[src/rtl/move_select_pkg.sv]
// Shared types and constants for the move-select decoder.
package move_select_pkg;

   typedef enum logic [1:0] {
      IDLE,
      ISSUE,
      REJ,
      WAIT_REL
   } state_e;

   localparam logic PLAYER_X = 1'b0;
   localparam logic PLAYER_O = 1'b1;

endpackage

[src/rtl/move_select_decoder_if.sv]
// Request/enable handshake between player-input logic and the move-select decoder.
interface move_select_decoder_if #(
   parameter int unsigned NUM_CELLS = 9
) ();
   localparam int unsigned SEL_W = $clog2(NUM_CELLS);

   logic [SEL_W-1:0]     sel;
   logic                 sel_valid;
   logic                 player;
   logic [NUM_CELLS-1:0] en;
   logic                 en_player;
   logic                 accept;
   logic                 reject;

   modport master (
      output sel,
      output sel_valid,
      output player,
      input  en,
      input  en_player,
      input  accept,
      input  reject
   );

   modport slave (
      input  sel,
      input  sel_valid,
      input  player,
      output en,
      output en_player,
      output accept,
      output reject
   );
endinterface

[src/rtl/onehot_range_decode.sv]
// Combinational cell-index to one-hot decode with an in-range flag.
module onehot_range_decode #(
   parameter int unsigned NUM_CELLS = 9,
   parameter int unsigned SEL_W     = $clog2(NUM_CELLS)
) (
   input  logic [SEL_W-1:0]     idx,
   output logic [NUM_CELLS-1:0] onehot,
   output logic                 in_range
);

   always_comb begin
      onehot = '0;
      for (int unsigned i = 0; i < NUM_CELLS; i++) begin
         onehot[i] = (idx == SEL_W'(i));
      end
   end

   assign in_range = (32'(idx) < NUM_CELLS);

endmodule

[src/rtl/move_select_decoder.sv]
// Registered move-select decoder: one one-hot enable pulse per legal, freshly-asserted request.
// Optional MOVE_SELECT_TURN_CHECK_EN adds an alternating-turn check and a turn output.
module move_select_decoder
   import move_select_pkg::*;
#(
   parameter int unsigned NUM_CELLS = 9,
   parameter int unsigned SEL_W     = $clog2(NUM_CELLS),
   parameter int unsigned CNT_W     = $clog2(NUM_CELLS + 1)
) (
   input  logic                 clk,
   input  logic                 rst,
   input  logic                 clear,
   move_select_decoder_if.slave bus,
`ifdef MOVE_SELECT_TURN_CHECK_EN
   output logic                 turn,
`endif
   output logic [NUM_CELLS-1:0] occupied,
   output logic [CNT_W-1:0]     move_count,
   output logic                 board_full,
   output logic                 busy
);

   state_e               state_q, state_d;
   logic [NUM_CELLS-1:0] en_q, en_d;
   logic                 en_player_q, en_player_d;
   logic                 accept_q, accept_d;
   logic                 reject_q, reject_d;
   logic [NUM_CELLS-1:0] occupied_q, occupied_d;
   logic [CNT_W-1:0]     count_q, count_d;
   logic                 full_q, full_d;
   logic [NUM_CELLS-1:0] sel_oh;
   logic                 sel_in_range;
   logic                 turn_ok;
   logic                 legal;

   onehot_range_decode #(
      .NUM_CELLS (NUM_CELLS),
      .SEL_W     (SEL_W)
   ) u_decode (
      .idx      (bus.sel),
      .onehot   (sel_oh),
      .in_range (sel_in_range)
   );

`ifdef MOVE_SELECT_TURN_CHECK_EN
   logic turn_q, turn_d;
   assign turn_ok = (bus.player == turn_q);
   assign turn    = turn_q;
`else
   assign turn_ok = 1'b1;
`endif

   assign legal = sel_in_range && ~|(occupied_q & sel_oh) && !full_q && turn_ok;

   always_comb begin
      state_d     = state_q;
      en_d        = '0;
      en_player_d = PLAYER_X;
      accept_d    = 1'b0;
      reject_d    = 1'b0;
      occupied_d  = occupied_q;
      count_d     = count_q;
`ifdef MOVE_SELECT_TURN_CHECK_EN
      turn_d      = turn_q;
`endif
      if (clear) begin
         // A request coincident with clear is dropped and must be released first.
         occupied_d = '0;
         count_d    = '0;
         state_d    = bus.sel_valid ? WAIT_REL : IDLE;
`ifdef MOVE_SELECT_TURN_CHECK_EN
         turn_d     = PLAYER_X;
`endif
      end else begin
         unique case (state_q)
            IDLE: begin
               if (bus.sel_valid) begin
                  if (legal) begin
                     state_d     = ISSUE;
                     en_d        = sel_oh;
                     en_player_d = bus.player;
                     accept_d    = 1'b1;
                     occupied_d  = occupied_q | sel_oh;
                     count_d     = count_q + CNT_W'(1);
`ifdef MOVE_SELECT_TURN_CHECK_EN
                     turn_d      = ~turn_q;
`endif
                  end else begin
                     state_d  = REJ;
                     reject_d = 1'b1;
                  end
               end
            end
            ISSUE, REJ: state_d = WAIT_REL;
            WAIT_REL: begin
               if (!bus.sel_valid) state_d = IDLE;
            end
            default: state_d = IDLE;
         endcase
      end
      full_d = (count_d == CNT_W'(NUM_CELLS));
   end

   always_ff @(posedge clk) begin
      if (rst) begin
         state_q     <= IDLE;
         en_q        <= '0;
         en_player_q <= PLAYER_X;
         accept_q    <= 1'b0;
         reject_q    <= 1'b0;
         occupied_q  <= '0;
         count_q     <= '0;
         full_q      <= 1'b0;
`ifdef MOVE_SELECT_TURN_CHECK_EN
         turn_q      <= PLAYER_X;
`endif
      end else begin
         state_q     <= state_d;
         en_q        <= en_d;
         en_player_q <= en_player_d;
         accept_q    <= accept_d;
         reject_q    <= reject_d;
         occupied_q  <= occupied_d;
         count_q     <= count_d;
         full_q      <= full_d;
`ifdef MOVE_SELECT_TURN_CHECK_EN
         turn_q      <= turn_d;
`endif
      end
   end

   assign bus.en        = en_q;
   assign bus.en_player = en_player_q;
   assign bus.accept    = accept_q;
   assign bus.reject    = reject_q;
   assign occupied      = occupied_q;
   assign move_count    = count_q;
   assign board_full    = full_q;
   assign busy          = (state_q != IDLE);

endmodule

[src/flat_wrapper.sv]
// flat-port wrapper written by rule: the top's interface ports become plain ports
module move_select_decoder_flat import move_select_pkg::*;
#(
   parameter int unsigned NUM_CELLS = 9,
   parameter int unsigned SEL_W     = $clog2(NUM_CELLS),
   parameter int unsigned CNT_W     = $clog2(NUM_CELLS + 1)
)
  (clk, rst, clear, occupied, move_count, board_full, busy, bus_sel, bus_sel_valid, bus_player, bus_en, bus_en_player, bus_accept, bus_reject);
  move_select_decoder_if #(.NUM_CELLS(NUM_CELLS)) bus_i ();
  input  logic clk;
  input  logic rst;
  input  logic clear;
  output logic [NUM_CELLS-1:0] occupied;
  output logic [CNT_W-1:0] move_count;
  output logic board_full;
  output logic busy;
  input wire logic [$bits(bus_i.sel)-1:0] bus_sel;
  input wire logic [$bits(bus_i.sel_valid)-1:0] bus_sel_valid;
  input wire logic [$bits(bus_i.player)-1:0] bus_player;
  output wire logic [$bits(bus_i.en)-1:0] bus_en;
  output wire logic [$bits(bus_i.en_player)-1:0] bus_en_player;
  output wire logic [$bits(bus_i.accept)-1:0] bus_accept;
  output wire logic [$bits(bus_i.reject)-1:0] bus_reject;
  assign bus_i.sel = bus_sel;
  assign bus_i.sel_valid = bus_sel_valid;
  assign bus_i.player = bus_player;
  assign bus_en = bus_i.en;
  assign bus_en_player = bus_i.en_player;
  assign bus_accept = bus_i.accept;
  assign bus_reject = bus_i.reject;
  move_select_decoder #(.NUM_CELLS(NUM_CELLS), .SEL_W(SEL_W), .CNT_W(CNT_W)) u_core (.clk(clk), .rst(rst), .clear(clear), .bus(bus_i), .occupied(occupied), .move_count(move_count), .board_full(board_full), .busy(busy));
endmodule
[config.mk]
export PLATFORM = sky130hd
export DESIGN_NAME = move_select_decoder_flat
export DESIGN_NICKNAME = d
export VERILOG_FILES = /design/src/rtl/move_select_pkg.sv /design/src/rtl/move_select_decoder_if.sv /design/src/rtl/onehot_range_decode.sv /design/src/rtl/move_select_decoder.sv /design/src/flat_wrapper.sv
export SDC_FILE = /design/constraint.sdc
export NUM_CORES = 1
export LEC_CHECK = 0
export ABC_AREA = 1
export CAP_MARGIN = 30
export CORE_UTILIZATION = 46
export DETAILED_ROUTE_END_ITERATION = 10
export GPL_ROUTABILITY_DRIVEN = 0
export GPL_TIMING_DRIVEN = 0
export PLACE_DENSITY_LB_ADDON = 0.3
export REMOVE_ABC_BUFFERS = 1
export SLEW_MARGIN = 20
export SYNTH_ARGS = -nofsm -noshare
export SYNTH_HDL_FRONTEND = slang
export SYNTH_SLANG_ARGS = --single-unit
[constraint.sdc]
create_clock -name clk -period 2.14 [get_ports clk]
set_clock_uncertainty 0.1 [all_clocks]
set_input_delay 0.214 -clock clk [delete_from_list [all_inputs] [get_ports clk]]
set_output_delay 0.214 -clock clk [all_outputs]
set_load 0.1 [all_outputs]
==> out/qor.csv <==
stage;metric;value;unit
sta;final critical delay including setup and external delays;2.04;ns
clock_network;Skew-Pair Late Insertion Delay;0.33;ns
sta;final clock period utilization by the worst path;95.1;%
synth;xor/xnor share of the synthesized area;0;%
sta;Tightest Pin Transition;0.985;ns
synth;ranking of synthesized cells by area;dfxtp_1 45%, nand2_1 11%, inv_1 10%;
cells_and_area;Finished Layout Cells;235;
synth;cell type contributing the most total cell area after synthesis;dfxtp_1;
clock_network;postcts setup bufs;0;
power_and_ir_drop;sequential cell fraction of total power;50.3;%
critical_path;origin of the critical flop-to-flop path;u_core.state_q[0];
sta;Max Clk Rate;0.491;GHz
cells_and_area;most frequent standard cell in the layout excluding fill and tap cells;nand2_1;
critical_path;launching instance or port of the critical path;u_core.state_q[0];
floorplanning;effective utilization at floorplan;49.5;%
run_status;result of the run;completed;
synth;post-synthesis instance total;166;
sta;unrepaired setup endpoints after global routing;false;
cells_and_area;synthesis-to-finish area growth;36.6;%
hold_path;number of instances on the worst hold path;3;
hold_path;worst min path class;in -> reg;
cells_and_area;top library cells by usage in the layout, fill and taps aside;38 x nand2_1, 34 x inv_1, 28 x dfxtp_1;
synth;post-synth cell types;22;
placement;count of placed standard cells including taps;231;
floorplanning;total die area;0.00292;mm2
placement;port buffer count;35;
cells_and_area;antenna diode count;0;
power_and_ir_drop;Net Switching;0.000293;W
clock_network;Root Buffer Master;clkbuf_4;
synth;area share of the largest cell type after synthesis;44.9;%
cells_and_area;total non-filler cell area in the finished layout;0.00170;mm2
route;via count of the routed design;1149;
synth;mux cell area share after synthesis;0;%
route;number of iterations in the first detailed-routing pass;4;
sta;final worst-path setup slack;0.104;ns
cells_and_area;nets@finish;218;
floorplanning;width of the chip;54.1;um
critical_path;required time at the endpoint of the critical path;1.83;ns
clock_network;CTS tree;built;
route;vias per inst;4.89;
critical_path;cell with the largest stage delay on the worst path;clkdlybuf4s18_2;
sta;Final TNS setup;0;ns
placement;placed cell areas;0.00164;mm2
power_and_ir_drop;clock network fraction of total power;32.1;%
route;Final Routed Wirelength;2.74;mm
synth;number of warnings reported in the yosys synthesis log;0;
critical_path;Arr. time, crit path;1.72;ns
sta;worst slew margin relative to its limit;34.3;%
route;drt initial violations;24;
cells_and_area;final cell utilization of the core;67.6;%
cells_and_area;fill cell instance count of the final layout;237;
floorplanning;Die Ht;54.1;um
synth;fraction of the mapped netlist area in adder cells;3.01;%
placement;dpl hpwl;2.15;mm
cells_and_area;share of cells above drive strength 1;10.7;%
critical_path;Critical Path Most Common Cell;inv_1;
floorplanning;number of top-level pins;36;
power_and_ir_drop;fraction of power spent switching nets;27.5;%
global_route;number of antenna violations at the first check in global routing;0;
critical_path;dominant delay contributor by cell family on the critical path;buffers and inverters;
clock_network;total CTS buffers;3;
hold_path;worst min-delay path endpoint;u_core.bus.en_player;
clock_network;clock buffer depth;2;
power_and_ir_drop;Leakage Power;1.14;nW
synth;Mean Syn Cell Area;7.51;um2
power_and_ir_drop;part of the power in combinational logic;17.6;%
synth;main combinational cell family by area after synthesis;simple AND/OR/NAND/NOR gates;
clock_network;hold_buf cts;0;
sta;total of endpoints with negative setup slack in the final report;0;
critical_path;classification of the worst setup path;reg -> out;
global_route;global-route wire length before repair;4.51;mm
clock_network;H-tree levels;1;
critical_path;endpoint of the lowest-slack register-to-register path;u_core.board_full;
critical_path;reg2reg path depth;9;
sta;final hold violation count;0;
critical_path;Critical Path Max Stage Delay;0.56;ns
critical_path;total buffers and inverters traversed by the critical path;3;
power_and_ir_drop;P_int;0.000772;W
floorplanning;number of cell rows;18;
critical_path;worst-case register-to-register setup slack;0.32;ns
critical_path;endpoint type of the worst setup path;primary output;
synth;total of flip-flops plus latches after synthesis;28;
hold_path;hold path startpoint;bus_player;
synth;fraction of the mapped netlist area in simple logic gates;37.9;%
global_route;total overflow reported by the global router;0;
placement;worst slack at placement;-0.101;ns
clock_network;number of gates resized after CTS;16;
synth;fraction of the mapped netlist area in compound gates;3.31;%
route;antenna-violating nets left;0;
power_and_ir_drop;Max VDD drop;0.583;mV
synth;part of the Yosys area used for sequential elements;44.9;%
route;DRC violations left;0;
critical_path;maximum fanout along the worst path;4;
clock_network;clock tree sinks;28;
job;number of max-cap violations;0;
critical_path;critical-path cell list;inv_1, ha_1, inv_1, clkdlybuf4s18_2;
clock_network;clock-pin slew on the worst setup and hold paths;0.15;ns
global_route;number of global-route vias before repair;1059;
sta;number of slew-limit violations in the final report;0;
critical_path;critical path launch point type;flip-flop;
floorplanning;core footprint;0.00252;mm2
power_and_ir_drop;areal power density over the cells;625;mW/mm2
global_route;maximum number of pins on one net before global-route repair;17;
synth;mapped cell area;0.00125;mm2
route;wire length per cell;11.6;um
global_route;Total Routing Usage GR;21.7;%
how the worst max path moves through the flow:
stage / to / cells past startpoint
4_1_cts: bus_en[6] / 1
5_1_grt: busy / 4
3_5_place_dp: busy / 4
3_3_place_gp: busy / 4
2_1_floorplan: u_core.board_full / 8
6_report: busy / 4
power by group through the flow:
| stage | clock [W] | combinational [W] | sequential, W |
|---|---|---|---|
| after floorplan | 0 | 0.000103 | 0.000579 |
| after global placement | 0 | 0.000183 | 0.000547 |
| after detailed placement | 0 | 0.000189 | 0.000547 |
| after CTS | 0.000350 | 0.000187 | 0.000536 |
| after global routing | 0.000367 | 0.000206 | 0.000537 |
| final | 0.000341 | 0.000188 | 0.000536 |
logic make-up after synthesis:
family | after synthesis
AND/OR/NAND/NOR | 91
adder cells (fa/ha/maj) | 3
AO/OA/AOI/OAI | 8
buffers and inverters | 36
flip-flops | 28
cells in the mapped netlist (all sizes together):
| master | instances |
|---|---|
| a21oi | 3 |
| and2 | 1 |
| dfxtp | 28 |
| ha | 3 |
| inv | 36 |
| nand2 | 40 |
| nand3 | 12 |
| nand4 | 7 |
| nor2 | 24 |
| nor3 | 5 |
| nor4 | 2 |
| o21ai | 4 |
| o22ai | 1 |
through the flow:
step | hold WS [ns] | total power, W
4_1_cts | 0.306 | 0.00107
5_1_grt | 0.306 | 0.00111
3_3_place_gp | 0.357 | 0.000730
6_report | 0.298 | 0.00106
3_5_place_dp | 0.366 | 0.000736
2_1_floorplan | 0.186 | 0.000682
final cells by class:
| class | instances | area (um2) | area share (%) |
|---|---|---|---|
| clock buffers | 3 | 22.5 | 1.32 |
| clock inverters | 1 | 30.0 | 1.76 |
| repair buffers | 35 | 367 | 21.5 |
| inverters | 36 | 135 | 7.93 |
| multi-input cells | 102 | 552 | 32.4 |
| well taps | 30 | 37.5 | 2.20 |
| flip-flops and latches | 28 | 561 | 32.9 |
metal layers:
metal	vias up	global-route usage [%]	share of wire (%)
li1	593	-	-
met1	523	24.1	44
met2	31	38.1	51
met3	2	7.06	4.3
met4	0	8.12	0.69
met5	-	0	0
sequential cells by signal, indices dropped and copies added, names as in the netlist:
name / cells
u_core.bus.reject: 1
u_core.bus.en: 9
u_core.state_q: 2
u_core.board_full: 1
u_core.bus.en_player: 1
u_core.bus.accept: 1
u_core.move_count: 4
u_core.occupied: 9
worst register-to-register path, cell delays in order (launching register included):
cell and delay (ns):
dfxtp_1 0.36, inv_1 0.07, ha_1 0.22, inv_1 0.11, nor3_2 0.30, nand3_4 0.16
o21ai_0 0.18, nand2_1 0.09, nor2_1 0.09, nor2_1 0.05
(Power assumes the default switching activity.)
